<file path="config.mk">
export PLATFORM = sky130hd
export DESIGN_NAME = timer_bank
export DESIGN_NICKNAME = d
export VERILOG_FILES = /design/src/rtl/timer_bank.sv
export SDC_FILE = /design/constraint.sdc
export NUM_CORES = 1
export LEC_CHECK = 0
export ABC_AREA = 1
export CAP_MARGIN = 20
export CORE_MARGIN = 2
export CORE_UTILIZATION = 40
export CTS_CLUSTER_DIAMETER = 150
export DETAILED_ROUTE_END_ITERATION = 16
export PLACE_DENSITY = 0.67
export SETUP_SLACK_MARGIN = 0.02
export SYNTH_ARGS = -nofsm -noshare
export SYNTH_HDL_FRONTEND = slang
export SYNTH_SLANG_ARGS = --single-unit
</file>
<file path="constraint.sdc">
create_clock -name i_CLK -period 2.7 [get_ports i_CLK]
set_clock_uncertainty 0.15 [all_clocks]
set_input_delay 0.54 -clock i_CLK [delete_from_list [all_inputs] [get_ports i_CLK]]
set_output_delay 0.54 -clock i_CLK [all_outputs]
set_load 0.05 [all_outputs]
</file>
<file path="src/rtl/timer_bank.sv">
// Multi-channel programmable timer: per-channel prescaler, compare interval, one-shot/periodic
// mode, sticky pending flag and interrupt enable, behind a zero-wait-state register bus.
module timer_bank #(
  parameter int unsigned N_CH    = 4,
  parameter int unsigned CNT_W   = 32,
  parameter int unsigned PRESC_W = 16
) (
  input  logic            i_CLK,
  input  logic            i_RSTn,
  input  logic            i_CE,
  input  logic            i_REQ,
  input  logic            i_WE,
  input  logic [7:0]      i_ADDR,
  input  logic [31:0]     i_WDATA,
  output logic [31:0]     o_RDATA,
  output logic            o_GNT,
  output logic [N_CH-1:0] o_IRQ_VEC,
  output logic            o_IRQ
);

  // A zero-width prescaler is modelled as a 1-bit field pinned to zero.
  localparam int unsigned PW = (PRESC_W == 0) ? 1 : PRESC_W;

  localparam logic [1:0] RegCtrl   = 2'd0;
  localparam logic [1:0] RegIntv   = 2'd1;
  localparam logic [1:0] RegCount  = 2'd2;
  localparam logic [1:0] RegStatus = 2'd3;

  logic             en_q       [N_CH];
  logic             en_d       [N_CH];
  logic             periodic_q [N_CH];
  logic             periodic_d [N_CH];
  logic             ie_q       [N_CH];
  logic             ie_d       [N_CH];
  logic             pend_q     [N_CH];
  logic             pend_d     [N_CH];
  logic [PW-1:0]    presc_q    [N_CH];
  logic [PW-1:0]    presc_d    [N_CH];
  logic [PW-1:0]    pcnt_q     [N_CH];
  logic [PW-1:0]    pcnt_d     [N_CH];
  logic [CNT_W-1:0] interval_q [N_CH];
  logic [CNT_W-1:0] interval_d [N_CH];
  logic [CNT_W-1:0] count_q    [N_CH];
  logic [CNT_W-1:0] count_d    [N_CH];

  logic [N_CH-1:0]  tick;
  logic [N_CH-1:0]  evt;
  logic [N_CH-1:0]  wr_sel;
  logic [3:0]       sel_ch;
  logic [1:0]       sel_reg;
  logic             wr;
  logic [PW-1:0]    wr_presc;
  logic             unused_bits;

  assign sel_ch      = i_ADDR[7:4];
  assign sel_reg     = i_ADDR[3:2];
  assign o_GNT       = i_REQ & i_CE;
  assign wr          = o_GNT & i_WE;
  assign wr_presc    = (PRESC_W == 0) ? '0 : i_WDATA[16 +: PW];
  assign unused_bits = ^{i_ADDR[1:0], i_WDATA};

  for (genvar g = 0; g < N_CH; g++) begin : g_ch
    assign wr_sel[g]    = wr && ({28'd0, sel_ch} == 32'(g));
    assign tick[g]      = en_q[g] && (pcnt_q[g] == presc_q[g]);
    assign evt[g]       = tick[g] && (interval_q[g] != '0) && (count_q[g] == interval_q[g]);
    assign o_IRQ_VEC[g] = pend_q[g] & ie_q[g];
  end

  assign o_IRQ = |o_IRQ_VEC;

  always_comb begin
    for (int i = 0; i < N_CH; i++) begin
      en_d[i]       = en_q[i];
      periodic_d[i] = periodic_q[i];
      ie_d[i]       = ie_q[i];
      pend_d[i]     = pend_q[i];
      presc_d[i]    = presc_q[i];
      pcnt_d[i]     = pcnt_q[i];
      interval_d[i] = interval_q[i];
      count_d[i]    = count_q[i];

      if (tick[i]) begin
        pcnt_d[i]  = '0;
        count_d[i] = (interval_q[i] == '0 || evt[i]) ? '0 : count_q[i] + CNT_W'(1);
      end else if (en_q[i]) begin
        pcnt_d[i] = pcnt_q[i] + PW'(1);
      end
      if (evt[i] && !periodic_q[i]) en_d[i] = 1'b0;

      // Bus writes override the hardware update; a set of PEND still beats a clear.
      if (wr_sel[i]) begin
        unique case (sel_reg)
          RegCtrl: begin
            en_d[i]       = i_WDATA[0];
            periodic_d[i] = i_WDATA[1];
            ie_d[i]       = i_WDATA[2];
            presc_d[i]    = wr_presc;
          end
          RegIntv: begin
            interval_d[i] = i_WDATA[CNT_W-1:0];
            count_d[i]    = '0;
            pcnt_d[i]     = '0;
          end
          RegCount: begin
            count_d[i] = '0;
            pcnt_d[i]  = '0;
          end
          RegStatus: begin
            if (i_WDATA[0]) pend_d[i] = 1'b0;
          end
          default: ;
        endcase
      end
      if (evt[i]) pend_d[i] = 1'b1;
    end
  end

  always_ff @(posedge i_CLK) begin
    for (int i = 0; i < N_CH; i++) begin
      if (!i_RSTn) begin
        en_q[i]       <= 1'b0;
        periodic_q[i] <= 1'b0;
        ie_q[i]       <= 1'b0;
        pend_q[i]     <= 1'b0;
        presc_q[i]    <= '0;
        pcnt_q[i]     <= '0;
        interval_q[i] <= '0;
        count_q[i]    <= '0;
      end else begin
        en_q[i]       <= en_d[i];
        periodic_q[i] <= periodic_d[i];
        ie_q[i]       <= ie_d[i];
        pend_q[i]     <= pend_d[i];
        presc_q[i]    <= presc_d[i];
        pcnt_q[i]     <= pcnt_d[i];
        interval_q[i] <= interval_d[i];
        count_q[i]    <= count_d[i];
      end
    end
  end

  always_comb begin
    o_RDATA = '0;
    if (o_GNT) begin
      for (int i = 0; i < N_CH; i++) begin
        if ({28'd0, sel_ch} == 32'(i)) begin
          unique case (sel_reg)
            RegCtrl: begin
              o_RDATA[2:0]       = {ie_q[i], periodic_q[i], en_q[i]};
              o_RDATA[16 +: PW]  = presc_q[i];
            end
            RegIntv:   o_RDATA = 32'(interval_q[i]);
            RegCount:  o_RDATA = 32'(count_q[i]);
            RegStatus: o_RDATA[0] = pend_q[i];
            default: ;
          endcase
        end
      end
    end
  end

endmodule

</file>
==> impl_metrics.tcl <==
set metrics [dict create \
    avgSynthCellArea_um2 6.184 \
    synthArstFlopShare 0 \
    worst_slack_ns -0.1978 \
    maxCapViolations 0 \
    worst_hold_slack_ns 0.3358 \
    synth_seq_cells 400 \
    cts_num_sinks 400 \
    worstMarginPinSlew_ns 0.8810 \
    fmax_mhz 345.1 \
    fp.dieW_um 255.4 \
    grt_pass1_wl_um 162600 \
    ff2ff_path_depth 9 \
    layout-drive-gt1-share 0.1583 \
    postCtsHoldBufs 0 \
    critPathKind "input port to output port" \
    hold_start "count_q[2][1]" \
    timing.final.crit_share 1.073 \
    drc 0 \
    synth_warnings 0 \
    r2r_start "presc_q[3][14]" \
    grt.total_usage 0.3258 \
    io_buffer_count 80 \
    rows 92 \
    placed_cell_area_um2 29330 \
    p_per_area_nw_per_um2 433.8 \
    hp-class "register to register" \
    synth_edf_count 2 \
    ir_drop_v 0.0004371 \
    cts.htree.levels 2 \
    final_antenna_net_count 0 \
    reg2reg_to "count_q[3][20]" \
    cts_root_buf "clkbuf_16" \
    setup_viol 32 \
    syn-num-nets 4147 \
    start_util 0.4030 \
    core_um2 62740 \
    synth.area.top_cells "dfxtp_1 (32%), nand2_1 (16%), nor2_1 (8.5%)" \
    violations "negative setup slack" \
    holdPathStages 2 \
    final_core_util 0.5168 \
    fin_nets 4397 \
    cts_buffer_depth 3 \
    seq_area_frac_synth 0.3175 \
    synth_cell_types 57 \
    routedWlPerCell_um 21.15 \
    antenna_found_initial 10 \
    placed_cells 5111 \
    design_area_um2 32420 \
    clk_pin_slew_ns 0.06 \
    grt_pass1_vias 26240 \
    period_needed_ns 2.898 \
    crit_top_cell "buf_12" \
    p_leak_uw 0.01333 \
    viasPerCell 5.517 \
    area_delta_synth_final_pct 28.25 \
    slowest_delay_ns 0.22 \
    setup_tns_ns -3.598 \
    cts_buffers 48 \
    cp_slowest_cell "a31oi_1" \
    worstPathCellList "buf_12 -> inv_8 -> ha_4 -> buf_12 -> nand2_4 -> o21ai_2 -> a211oi_2 -> a31oi_1 -> buf_4 -> o211ai_1 -> nor2_4 -> buf_12" \
    nFillCells 6228 \
    synth_cells 4088 \
    crit_path_end_kind "output port" \
    drtPass1Iterations 6 \
    worstSetupStartpointType "input port" \
    maxSlewViolCount 0 \
    die_y_um 255.4 \
    instances_no_fill 5224 \
    arrival_ns 2.21 \
    dpl.hpwl_um 85600 \
    synthFlopType "dfxtp_1" \
    rsz0062_at_grt "true" \
    r2r_slack_ns 0.27 \
    status "complete, but fails checks" \
    drt_wl_total_um 110500 \
    ioPinCount 83 \
    grt_overflow_total 0 \
    vias 28820 \
    gp_congestion 1.083 \
    synth_top_area_share 0.3152 \
    synth.largest_area_cell "dfxtp_1" \
    worst_slew_margin_rel 0.4108 \
    worstPathMaxFanout 5 \
    cts_tree "built" \
    grt_max_degree 124 \
    finalHoldViolations 0 \
    holdPathEnd "count_q[2][1]" \
    crit_required_ns 2.01 \
    worstSkewPairLatency_ns 0.60 \
    syn_area_um2 25280 \
    drt_iter0_markers 3532 \
    die_area_um2 65230 \
]
logic make-up after synthesis:
family | synth area share
buffers and inverters | 0.1074
adders and majority gates | 0.006929
DFF | 0.3175
AOI/OAI and AO/OA | 0.1615
and+or+nand+nor | 0.3498
xor gates and xnor gates | 0.05682
area by class of cell:
type                            count  area (um^2)  area share
Multi-Input combinational cell   3009        15780      0.4867
Clock buffer                       67         1404     0.04330
Clock inverter                     22        267.8    0.008258
Inverter                          530         2036     0.06279
Timing Repair Buffer              349         3806      0.1174
Sequential cell                   400         8068      0.2488
Tap cell                          846         1059     0.03265
Antenna cell                        1        2.502  0.00007718
power by group:
part | internal, uW | switching, uW | total (uW)
registers | 5920 | 9.98 | 5930
logic | 463 | 766 | 1230
clock network | 4120 | 2790 | 6910
total | 10500 | 3570 | 14100
layer usage:
layer / vias up / wire length, um / part of all wire / global-route usage
li1: 13690 / - / - / -
met1: 13200 / 43580 / 0.39 / 0.4167
met2: 1533 / 46820 / 0.42 / 0.4958
met3: 391 / 11760 / 0.11 / 0.07242
met4: 2 / 8335 / 0.075 / 0.2065
met5: - / 13 / 0.00012 / 0
metrics by stage:
step / total power [uW] / setup slack (ns)
global route: 14420 / -0.2026
CTS: 14030 / -0.1214
finish: 14060 / -0.1978
detailed placement: 7076 / -0.8868
floorplan: 6504 / -0.07512
global placement: 7074 / -0.9044
synth_stat cells (14+ instances only):
| library cell | instances |
|---|---|
| a21oi_1 | 306 |
| o21ai_0 | 265 |
| o211ai_1 | 22 |
| ha_1 | 14 |
| buf_2 | 22 |
| o22ai_1 | 71 |
| xor2_1 | 90 |
| clkbuf_1 | 91 |
| nand2_1 | 1090 |
| inv_2 | 23 |
| nor3_1 | 52 |
| nor2_2 | 21 |
| dfxtp_1 | 398 |
| nand2_2 | 14 |
| nand4_1 | 94 |
| inv_1 | 504 |
| nand3_1 | 181 |
| nor2_1 | 572 |
| xnor2_1 | 74 |
| o221ai_1 | 22 |
layout by cell type (no fill, tap or decap), types with 10 or more instances in the layout:
| master | instances |
|---|---|
| o22ai_1 | 49 |
| a21oi_2 | 11 |
| buf_4 | 202 |
| buf_12 | 71 |
| nand2_1 | 1069 |
| clkdlybuf4s50_1 | 33 |
| nor3_1 | 50 |
| xor2_1 | 90 |
| buf_6 | 25 |
| a21oi_1 | 273 |
| clkbuf_16 | 52 |
| xnor2_1 | 74 |
| clkbuf_8 | 11 |
| inv_1 | 489 |
| nand3_1 | 174 |
| nor2_1 | 564 |
| o22ai_2 | 21 |
| nand3_2 | 17 |
| a21oi_4 | 25 |
| nor2_4 | 20 |
| o21ai_0 | 249 |
| nand2_2 | 28 |
| nor2_2 | 20 |
| dfxtp_2 | 32 |
| o211ai_1 | 22 |
| inv_2 | 29 |
| o221ai_2 | 12 |
| nand4_1 | 94 |
| and2_1 | 10 |
| dfxtp_1 | 366 |
what timing repair did:
action / 4_1_cts / 5_1_grt
gates resized for setup: 222 / 94
endpoints found under the setup margin: 37 / 32
setup buffers: 12 / 7
pin swaps: 49 / 33
cloned: 3 / 3
critical path: cells and delay by family:
kind            cells  cell delay, ns
compound gates      4            0.56
fa+ha+maj           1            0.21
buf+inv             5            0.63
simple gates        2            0.25
worst max path at each step:
stage	from	end	slack [ns]	depth (start not counted)
floorplan	i_ADDR[3]	o_RDATA[1]	-0.08	6
global placement	i_ADDR[3]	o_RDATA[0]	-0.90	10
detailed placement	i_ADDR[3]	o_RDATA[0]	-0.89	11
CTS	i_ADDR[2]	o_RDATA[3]	-0.12	12
global route	i_ADDR[2]	o_RDATA[20]	-0.20	12
finish	i_ADDR[2]	o_RDATA[20]	-0.20	12
sequential cells by signal, summed over array words and instances, names as in the netlist:
name and cells:
presc_q 64, ie_q 4, pcnt_q 64, en_q 4
interval_q 128, periodic_q 4, count_q 128, pend_q 4
(Power assumes the default switching activity.)
